[src/rtl/rr_burst_pkg.sv]
// ----------------------------------------------------------------------------
// rr_burst_pkg
// Shared types and helpers for the round-robin burst sequencer.
//   state_t        : sequencer states (IDLE / GRANT / RELEASE)
//   MAX_REQ        : widest requester vector the helpers support (16)
//   IDX_W          : width of a requester index for the helpers
//   mask_after()   : preference mask after owner k is released, (1<<k)-1
//   onehot_to_idx(): index of the set bit in a one-hot vector
// ----------------------------------------------------------------------------
package rr_burst_pkg;

    typedef enum logic [1:0] {
        IDLE    = 2'd0,
        GRANT   = 2'd1,
        RELEASE = 2'd2
    } state_t;

    localparam int MAX_REQ = 16;
    localparam int IDX_W   = 4;

    // Only indices strictly below the released owner stay preferred.
    // Owner 0 yields an empty mask, which forces the raw wrap-around pick.
    function automatic logic [MAX_REQ-1:0] mask_after(input logic [IDX_W-1:0] owner);
        return (MAX_REQ'(1) << owner) - MAX_REQ'(1);
    endfunction

    function automatic logic [IDX_W-1:0] onehot_to_idx(input logic [MAX_REQ-1:0] onehot);
        logic [IDX_W-1:0] idx;
        idx = '0;
        for (int i = 0; i < MAX_REQ; i++) begin
            if (onehot[i]) begin
                idx = IDX_W'(i);
            end
        end
        return idx;
    endfunction

endpackage

[src/rtl/rr_burst_sequencer_pick.sv]
// ----------------------------------------------------------------------------
// rr_pick
// Combinational round-robin winner selection, highest index wins.
// Ports:
//   req   : raw request vector
//   mask  : preference mask; masked candidates win when any exist
//   pick  : one-hot winner (zero when req is zero)
//   valid : at least one request present
// ----------------------------------------------------------------------------
module rr_pick #(
    parameter int NUM_REQ = 4
) (
    input  logic [NUM_REQ-1:0] req,
    input  logic [NUM_REQ-1:0] mask,
    output logic [NUM_REQ-1:0] pick,
    output logic               valid
);

    logic [NUM_REQ-1:0] masked_req;
    logic [NUM_REQ-1:0] masked_pick;
    logic [NUM_REQ-1:0] raw_pick;

    assign masked_req = req & mask;

    // Two highest-index priority encoders: the ascending scan lets the
    // highest set bit overwrite any lower one.
    always_comb begin
        masked_pick = '0;
        raw_pick    = '0;
        for (int i = 0; i < NUM_REQ; i++) begin
            if (masked_req[i]) begin
                masked_pick    = '0;
                masked_pick[i] = 1'b1;
            end
            if (req[i]) begin
                raw_pick    = '0;
                raw_pick[i] = 1'b1;
            end
        end
    end

    // An empty masked set means the rotation has wrapped past index 0.
    assign pick  = (|masked_req) ? masked_pick : raw_pick;
    assign valid = |req;

endmodule

[src/rtl/rr_burst_sequencer.sv]
// ----------------------------------------------------------------------------
// rr_burst_sequencer
// Shares one burst-capable resource among NUM_REQ requesters. The grant is
// registered, round-robin selected and held for a whole burst; it is
// released on the owner's last beat, the MAX_BURST beat cap, or the owner
// dropping its request. A dead cycle separates owners.
// Optional feature macro RR_BACK2BACK_EN: when defined, a release with
// another request pending hands the grant straight to the next owner with
// no dead cycle.
// Ports:
//   clk        : clock, all state on rising edge
//   reset      : asynchronous active-low reset
//   req_i      : per-requester request level
//   beat_i     : resource accepted a beat from the owner this cycle
//   last_i     : owner marks this beat as final (qualified by beat_i)
//   gnt_o      : registered one-hot grant, or zero
//   busy_o     : high while a grant is held
//   owner_o    : index of the current / last owner
//   beat_cnt_o : beats completed in the current grant
// ----------------------------------------------------------------------------
module rr_burst_sequencer
    import rr_burst_pkg::*;
#(
    parameter int NUM_REQ   = 4,
    parameter int MAX_BURST = 8,
    parameter int CNT_W     = $clog2(MAX_BURST + 1)
) (
    input  logic                       clk,
    input  logic                       reset,
    input  logic [NUM_REQ-1:0]         req_i,
    input  logic                       beat_i,
    input  logic                       last_i,
    output logic [NUM_REQ-1:0]         gnt_o,
    output logic                       busy_o,
    output logic [$clog2(NUM_REQ)-1:0] owner_o,
    output logic [CNT_W-1:0]           beat_cnt_o
);

    localparam int OW = $clog2(NUM_REQ);

    state_t             state_q;
    state_t             state_d;
    logic [NUM_REQ-1:0] gnt_q;
    logic [OW-1:0]      owner_q;
    logic [CNT_W-1:0]   cnt_q;
    logic [NUM_REQ-1:0] mask_q;
    logic [NUM_REQ-1:0] mask_next;
    logic [NUM_REQ-1:0] pick_req;
    logic [NUM_REQ-1:0] pick_mask;
    logic [NUM_REQ-1:0] pick_oh;
    logic               pick_valid;
    logic               owner_req;
    logic               release_evt;
    logic               load_grant;

    assign mask_next = NUM_REQ'(mask_after(IDX_W'(owner_q)));
    assign owner_req = |(req_i & gnt_q);

    // The beat that hits MAX_BURST-1 completed beats is the capping beat.
    assign release_evt = (state_q == GRANT) &&
                         ((beat_i && last_i) ||
                          (beat_i && (cnt_q == CNT_W'(MAX_BURST - 1))) ||
                          !owner_req);

`ifdef RR_BACK2BACK_EN
    // During the release cycle the outgoing owner is excluded and the
    // post-release mask is used, so the handover follows the rotation.
    assign pick_req  = (state_q == GRANT) ? (req_i & ~gnt_q) : req_i;
    assign pick_mask = (state_q == GRANT) ? mask_next : mask_q;
`else
    assign pick_req  = req_i;
    assign pick_mask = mask_q;
`endif

    rr_pick #(
        .NUM_REQ (NUM_REQ)
    ) u_pick (
        .req   (pick_req),
        .mask  (pick_mask),
        .pick  (pick_oh),
        .valid (pick_valid)
    );

    // State register.
    always_ff @(posedge clk or negedge reset) begin
        if (!reset) begin
            state_q <= IDLE;
        end else begin
            state_q <= state_d;
        end
    end

    // Next-state logic; load_grant marks the edge that latches a new owner.
    always_comb begin
        state_d    = state_q;
        load_grant = 1'b0;
        case (state_q)
            IDLE: begin
                if (pick_valid) begin
                    state_d    = GRANT;
                    load_grant = 1'b1;
                end
            end
            GRANT: begin
                if (release_evt) begin
`ifdef RR_BACK2BACK_EN
                    if (pick_valid) begin
                        state_d    = GRANT;
                        load_grant = 1'b1;
                    end else begin
                        state_d = IDLE;
                    end
`else
                    state_d = RELEASE;
`endif
                end
            end
            RELEASE: begin
                state_d = IDLE;
            end
            default: begin
                state_d = IDLE;
            end
        endcase
    end

    // Grant, owner, beat counter and mask registers. A new grant overrides
    // the release clear and the beat increment of the same edge.
    always_ff @(posedge clk or negedge reset) begin
        if (!reset) begin
            gnt_q   <= '0;
            owner_q <= '0;
            cnt_q   <= '0;
            mask_q  <= '1;
        end else begin
            if (state_q == GRANT && beat_i) begin
                cnt_q <= cnt_q + CNT_W'(1);
            end
            if (release_evt) begin
                gnt_q  <= '0;
                mask_q <= mask_next;
            end
            if (load_grant) begin
                gnt_q   <= pick_oh;
                owner_q <= OW'(onehot_to_idx(MAX_REQ'(pick_oh)));
                cnt_q   <= '0;
            end
        end
    end

    // Outputs come straight from registers.
    always_comb begin
        gnt_o      = gnt_q;
        busy_o     = |gnt_q;
        owner_o    = owner_q;
        beat_cnt_o = cnt_q;
    end

endmodule

[config.mk]
export PLATFORM = sky130hd
export DESIGN_NAME = rr_burst_sequencer
export DESIGN_NICKNAME = d
export VERILOG_FILES = /design/src/rtl/rr_burst_pkg.sv /design/src/rtl/rr_burst_sequencer_pick.sv /design/src/rtl/rr_burst_sequencer.sv
export SDC_FILE = /design/constraint.sdc
export NUM_CORES = 1
export LEC_CHECK = 0
export CORE_ASPECT_RATIO = 0.9
export CORE_UTILIZATION = 47
export CTS_CLUSTER_DIAMETER = 100
export DETAILED_ROUTE_END_ITERATION = 10
export PLACE_DENSITY = 0.83
export SYNTH_ARGS = -nofsm -noshare
export SYNTH_HDL_FRONTEND = slang
export SYNTH_SLANG_ARGS = --single-unit
[constraint.sdc]
create_clock -name clk -period 1.6 [get_ports clk]
set_input_delay 0.24 -clock clk [delete_from_list [all_inputs] [get_ports clk]]
set_output_delay 0.24 -clock clk [all_outputs]
set_load 0.005 [all_outputs]
==> Yosys cells after proc, flatten, opt, wreduce, memory -nomap -nowiden <==
Cells that the tools add are included.
{ "word_totals": {"word_cells": 50, "reg_bits": 16, "mem_count": 0, "out_inout_bits": 11, "ram_bits": 0, "mem_bits_ro": 0, "latch_bits": 0} }
{ "classes": {"bitwise_logic": 2, "div_mod_pow": 0, "magnitude_cmp": 0, "n_eq_ne": 4, "shifts": 1, "n_mul": 0, "muxes": 21, "n_reduce_logical": 15, "add_sub_neg": 2} }
{ "op_table": {"columns": ["operator", "n"], "rows": [
  ["$mux 4", 7],
  ["$reduce_or 4->1", 4],
  ["$mux 2", 6],
  ["$and 4x4->4", 2],
  ["$mux 3", 2],
  ["$mux 1", 5],
  ["$add 4x1->4 const B", 1],
  ["$eq 4x3->1 const B", 1],
  ["$logic_and 1x1->1", 4],
  ["$ne 2x2->1 const B", 2],
  ["$pmux 2 s2", 1],
  ["$reduce_bool 2->1", 2],
  ["$shl 1x2->4 const A", 1],
  ["$sub 4x2->4 const B", 1],
  ["$eq 2x1->1 const B", 1],
  ["$logic_not 2->1", 1],
  ["$logic_or 1x1->1", 2],
  ["$reduce_and 2->1", 1],
  ["$logic_not 1->1", 1]
]} }

==> Depth between registers and ports, before layout <==
{ "logic_depth": {"ltp_word": 9, "mapped_depth": 5, "ltp_nobuf": 5} }

==> Cells and area by module <==
From an unflattened synthesis, not the netlist that was laid out.
{ "unflattened": {"cells_unflattened": 84, "hier_area_um2": 845.8} }
{ "modules_own_cells": {"columns": ["mod", "n_inst", "area_each_um2", "seq_area_each_um2", "cells_each"], "rows": [
  ["rr_burst_sequencer", 1, 749.5, 405.4, 72],
  ["rr_pick", 1, 96.3, 0.0, 12]
]} }

==> Worst setup path before layout <==
No wires, ideal clock.
{ "synth_path": {"kind": "flip-flop to flip-flop", "start": "register cnt_q[0] (netlist: beat_cnt_o[0])", "end": "register mask_q[1]", "n_path_buf": 0, "setup_ns": 0.082, "stages_incl_launch_ff": 6, "synth_period_minus_slack_ns": 1.453, "t_arrival_ns": 1.371, "slack_ns": 0.147, "required_time_ns": 1.518, "path_cell_list": "dfrtp_1 ha_1 and3b_1 o21ai_2 a21oi_4 mux2_4"} }
{ "synth_between": {"elab_chain_len": 5} }
{ "synth_lines": {"columns": ["element", "line_no", "text"], "rows": [
  ["from (decl)", "rr_burst_sequencer.sv:45", "logic [CNT_W-1:0] cnt_q;"],
  ["from (signal assigned)", "rr_burst_sequencer.sv:137", "cnt_q <= cnt_q + CNT_W'(1);"],
  ["$eq 4x3->1", "rr_burst_sequencer.sv:62", "(beat_i && (cnt_q == CNT_W'(MAX_BURST - 1))) ||"],
  ["$logic_and 1x1->1", "rr_burst_sequencer.sv:62", null],
  ["$logic_or 1x1->1", "rr_burst_sequencer.sv:61", "((beat_i && last_i) ||"],
  ["$logic_or 1x1->1", "rr_burst_sequencer.sv:62", null],
  ["$logic_and 1x1->1", "rr_burst_sequencer.sv:60", "assign release_evt = (state_q == GRANT) &&"],
  ["to (signal assigned)", "rr_burst_sequencer.sv:141", "mask_q <= mask_next;"],
  ["to (decl)", "rr_burst_sequencer.sv:46", "logic [NUM_REQ-1:0] mask_q;"]
]} }
No other way between the ends.
A chain may end at the register's enable or synchronous reset.

==> Worst setup path in the final report <==
{ "layout_path": {"start": "register gnt_q[2] (netlist: gnt_o[2])", "end": "output port busy_o"} }
{ "layout_between": {"elab_chain_len": 1} }
{ "layout_lines": {"columns": ["element", "line_no", "text"], "rows": [
  ["from (decl)", "rr_burst_sequencer.sv:43", "logic [NUM_REQ-1:0] gnt_q;"],
  ["from (signal assigned)", "rr_burst_sequencer.sv:144", "gnt_q <= pick_oh;"],
  ["$reduce_or 4->1", "rr_burst_sequencer.sv:154", "busy_o = |gnt_q;"],
  ["to (decl)", "rr_burst_sequencer.sv:34", "output logic busy_o,"]
]} }
No other way between the ends.

==> qor.yml <==
cp.arrival_ns: 1.31
cts_sinks: 16
worstSkewPairLatency_ns: 0.29
wire_per_inst_um: 14.6
gp_congestion: 0.833
end_kind: "output pin"
cts_root_buffer: "clkbuf_4"
drtIter0Drc: 13
layout.nets: 119
cap_violations: 0
cp.required_ns: 1.36
drt_wl_total_um: 1910
globalRoute.totalOverflow: 0
clk_pin_slew_ns: 0.09
synth_nets: 84
finalCriticalPeriod_ns: 1.55
grt_setup_unrepaired: "true"
die_w_um: 45.4
clockBufferDepth: 2
vias: 725
ys_seq_area_frac: 0.508
cp_max_fo: 2
grt_pass1_vias: 711
die_h_um: 41.1
diodes: 0
tns_ns: 0
grt_max_degree: 17
die-area_um2: 1870
cts_hold_buffers: 0
start_kind: "flop"
layout_setup_ws_ns: 0.0465
drive_gt1_frac: 0.275
vdd_ir_drop_max_mv: 0.945
io_pins: 19
hold_class: "in -> async"
tritoncts: "yes"
core.rowCount: 13
port_buffers: 18
ys.warnings.count: 0
ant_nets: 0
h-tree-depth: 1
pwr_density_cell_nw_per_um2: 1650
initial_core_util: 0.528
grt.total_usage: 0.249
coreArea_um2: 1510
numCtsBuffers: 3
final-max-slew-violation-count: 0
syn_area_um2: 798
first_pass_iters: 4
ys_ff_latch: 16
fmax_mhz: 644
setup_violations: 0
slew_headroom: 0.816
worst_slew_pin_slew_ns: 0.277
grt_pass1_wl_um: 3150
synth_area_per_cell_um2: 10.6
cts_setup_buffers: 0
hold_viol: 0
drc: 0
dp_slack_ns: -0.113
synthCells: 75
antenna_found_initial: 0
hpwl_um: 1560
post-route-period-util: 0.971
layout-area-overhead-vs-synth_pct: 42.2
ys_types: 32
p_leak_nw: 0.515
fin_worst_skew_ns: 0.00890
outcome: "complete, no violations"
critPathKind: "reg -> out"
viasPerCell: 5.53
## sequential cells by signal, summed over array words and instances (netlist names)
| register | flops |
|---|---|
| beat_cnt_o | 4 |
| gnt_o | 4 |
| mask_q | 4 |
| owner_o | 2 |
| state_q | 2 |
## synthesized netlist by cell type (all sizes together)
library cell | n | area [um^2]
and2b | 1 | 7.51
mux2 | 1 | 15.0
dfrtp | 12 | 300
o21ai | 5 | 28.8
dfstp | 4 | 105
nor3 | 1 | 10.0
clkbuf | 1 | 3.75
a211o | 1 | 10.0
inv | 3 | 11.3
ha | 1 | 12.5
o2111ai | 2 | 17.5
o22a | 1 | 8.76
mux2i | 3 | 30.0
nand2b | 1 | 6.26
nor2 | 7 | 26.3
nand4 | 1 | 6.26
nand3 | 2 | 10.0
xor2 | 2 | 17.5
nand2 | 11 | 41.3
a211oi | 1 | 7.51
xnor2 | 1 | 8.76
a21oi | 2 | 21.3
a21o | 1 | 7.51
a21boi | 1 | 11.3
or4 | 1 | 7.51
a22oi | 4 | 35.0
o22ai | 1 | 6.26
o211ai | 1 | 7.51
and3b | 2 | 17.5
## cell families (layout without fill, tap and decap cells)
logic type | Yosys count | after routing | share of synthesized area
AO/OA/AOI/OAI | 20 | 20 | 0.202
XOR/XNOR | 3 | 3 | 0.0329
adder cells (fa/ha/maj) | 1 | 1 | 0.0157
buffers and inverters | 4 | 38 | 0.0188
flip-flops | 16 | 16 | 0.508
multiplexers | 4 | 4 | 0.0564
AND/OR/NAND/NOR | 27 | 27 | 0.166
## what timing repair did
item,4_1_cts,5_1_grt
setup endpoints to repair,1,3
gates resized for setup,4,3
pin swaps,0,1
## area by class of cell
class | instances | area [um^2]
timing repair buffer | 31 | 273
tap | 22 | 27.5
inverter | 3 | 11.3
sequential | 16 | 405
fill | 116 | 378
clock buffer | 4 | 36.3
multi-input combinational | 55 | 382
## worst max-delay path, cell delays in order, from the launching register on
cell and delay [ns]:
dfrtp_1 0.38, or4_1 0.51, buf_2 0.15
## routing by layer
| metal | vias to the layer above | track usage | routed length [um] |
|---|---|---|---|
| li1 | 346 | - | - |
| met1 | 357 | 0.317 | 887 |
| met2 | 18 | 0.407 | 921 |
| met3 | 4 | 0.0749 | 71 |
| met4 | 0 | 0.0833 | 31 |
| met5 | - | 0 | 0 |
## final timing paths
check	startpoint	to	slack (ns)	cells past startpoint
min in group clk	mask_q[2]	mask_q[2]	0.52	2
setup / recovery	gnt_o[2]	busy_o	0.05	2
hold reg to reg	mask_q[2]	mask_q[2]	0.52	2
setup reg to reg	beat_cnt_o[1]	mask_q[3]	0.08	6
max in group asynchronous	reset	mask_q[3]	1.09	2
hold / removal	reset	state_q[0]	0.25	2
## report_power, final
part           internal, mW  switching [mW]  total [mW]
Combinational         0.500           0.425       0.925
Clock                 0.139           0.123       0.261
Sequential            0.561           0.121       0.682
## placed cells by master (no fill, tap or decap), types with 3 or more instances in the layout
master           instances
clkdlybuf4s50_1         17
buf_4                   13
dfrtp_1                 12
nand2_1                 11
nor2_1                   7
dfstp_2                  4
a22oi_1                  3
inv_1                    3
mux2i_1                  3
clkbuf_4                 3
## per-stage QoR
| step | hold slack (ns) | power (mW) | utilization | instances | instance area, um^2 |
|---|---|---|---|---|---|
| after floorplan | -0.0556 | 1.12 | - | 75 | 798 |
| after global placement | 0.498 | 1.57 | 0.727 | 127 | 1100 |
| after detailed placement | 0.505 | 1.61 | 0.727 | 127 | 1100 |
| after CTS | 0.247 | 1.87 | 0.748 | 131 | 1130 |
| after global routing | 0.259 | 2.00 | 0.750 | 131 | 1130 |
| final | 0.252 | 1.87 | 0.750 | 131 | 1130 |
Power figures use the tool's default switching activity.
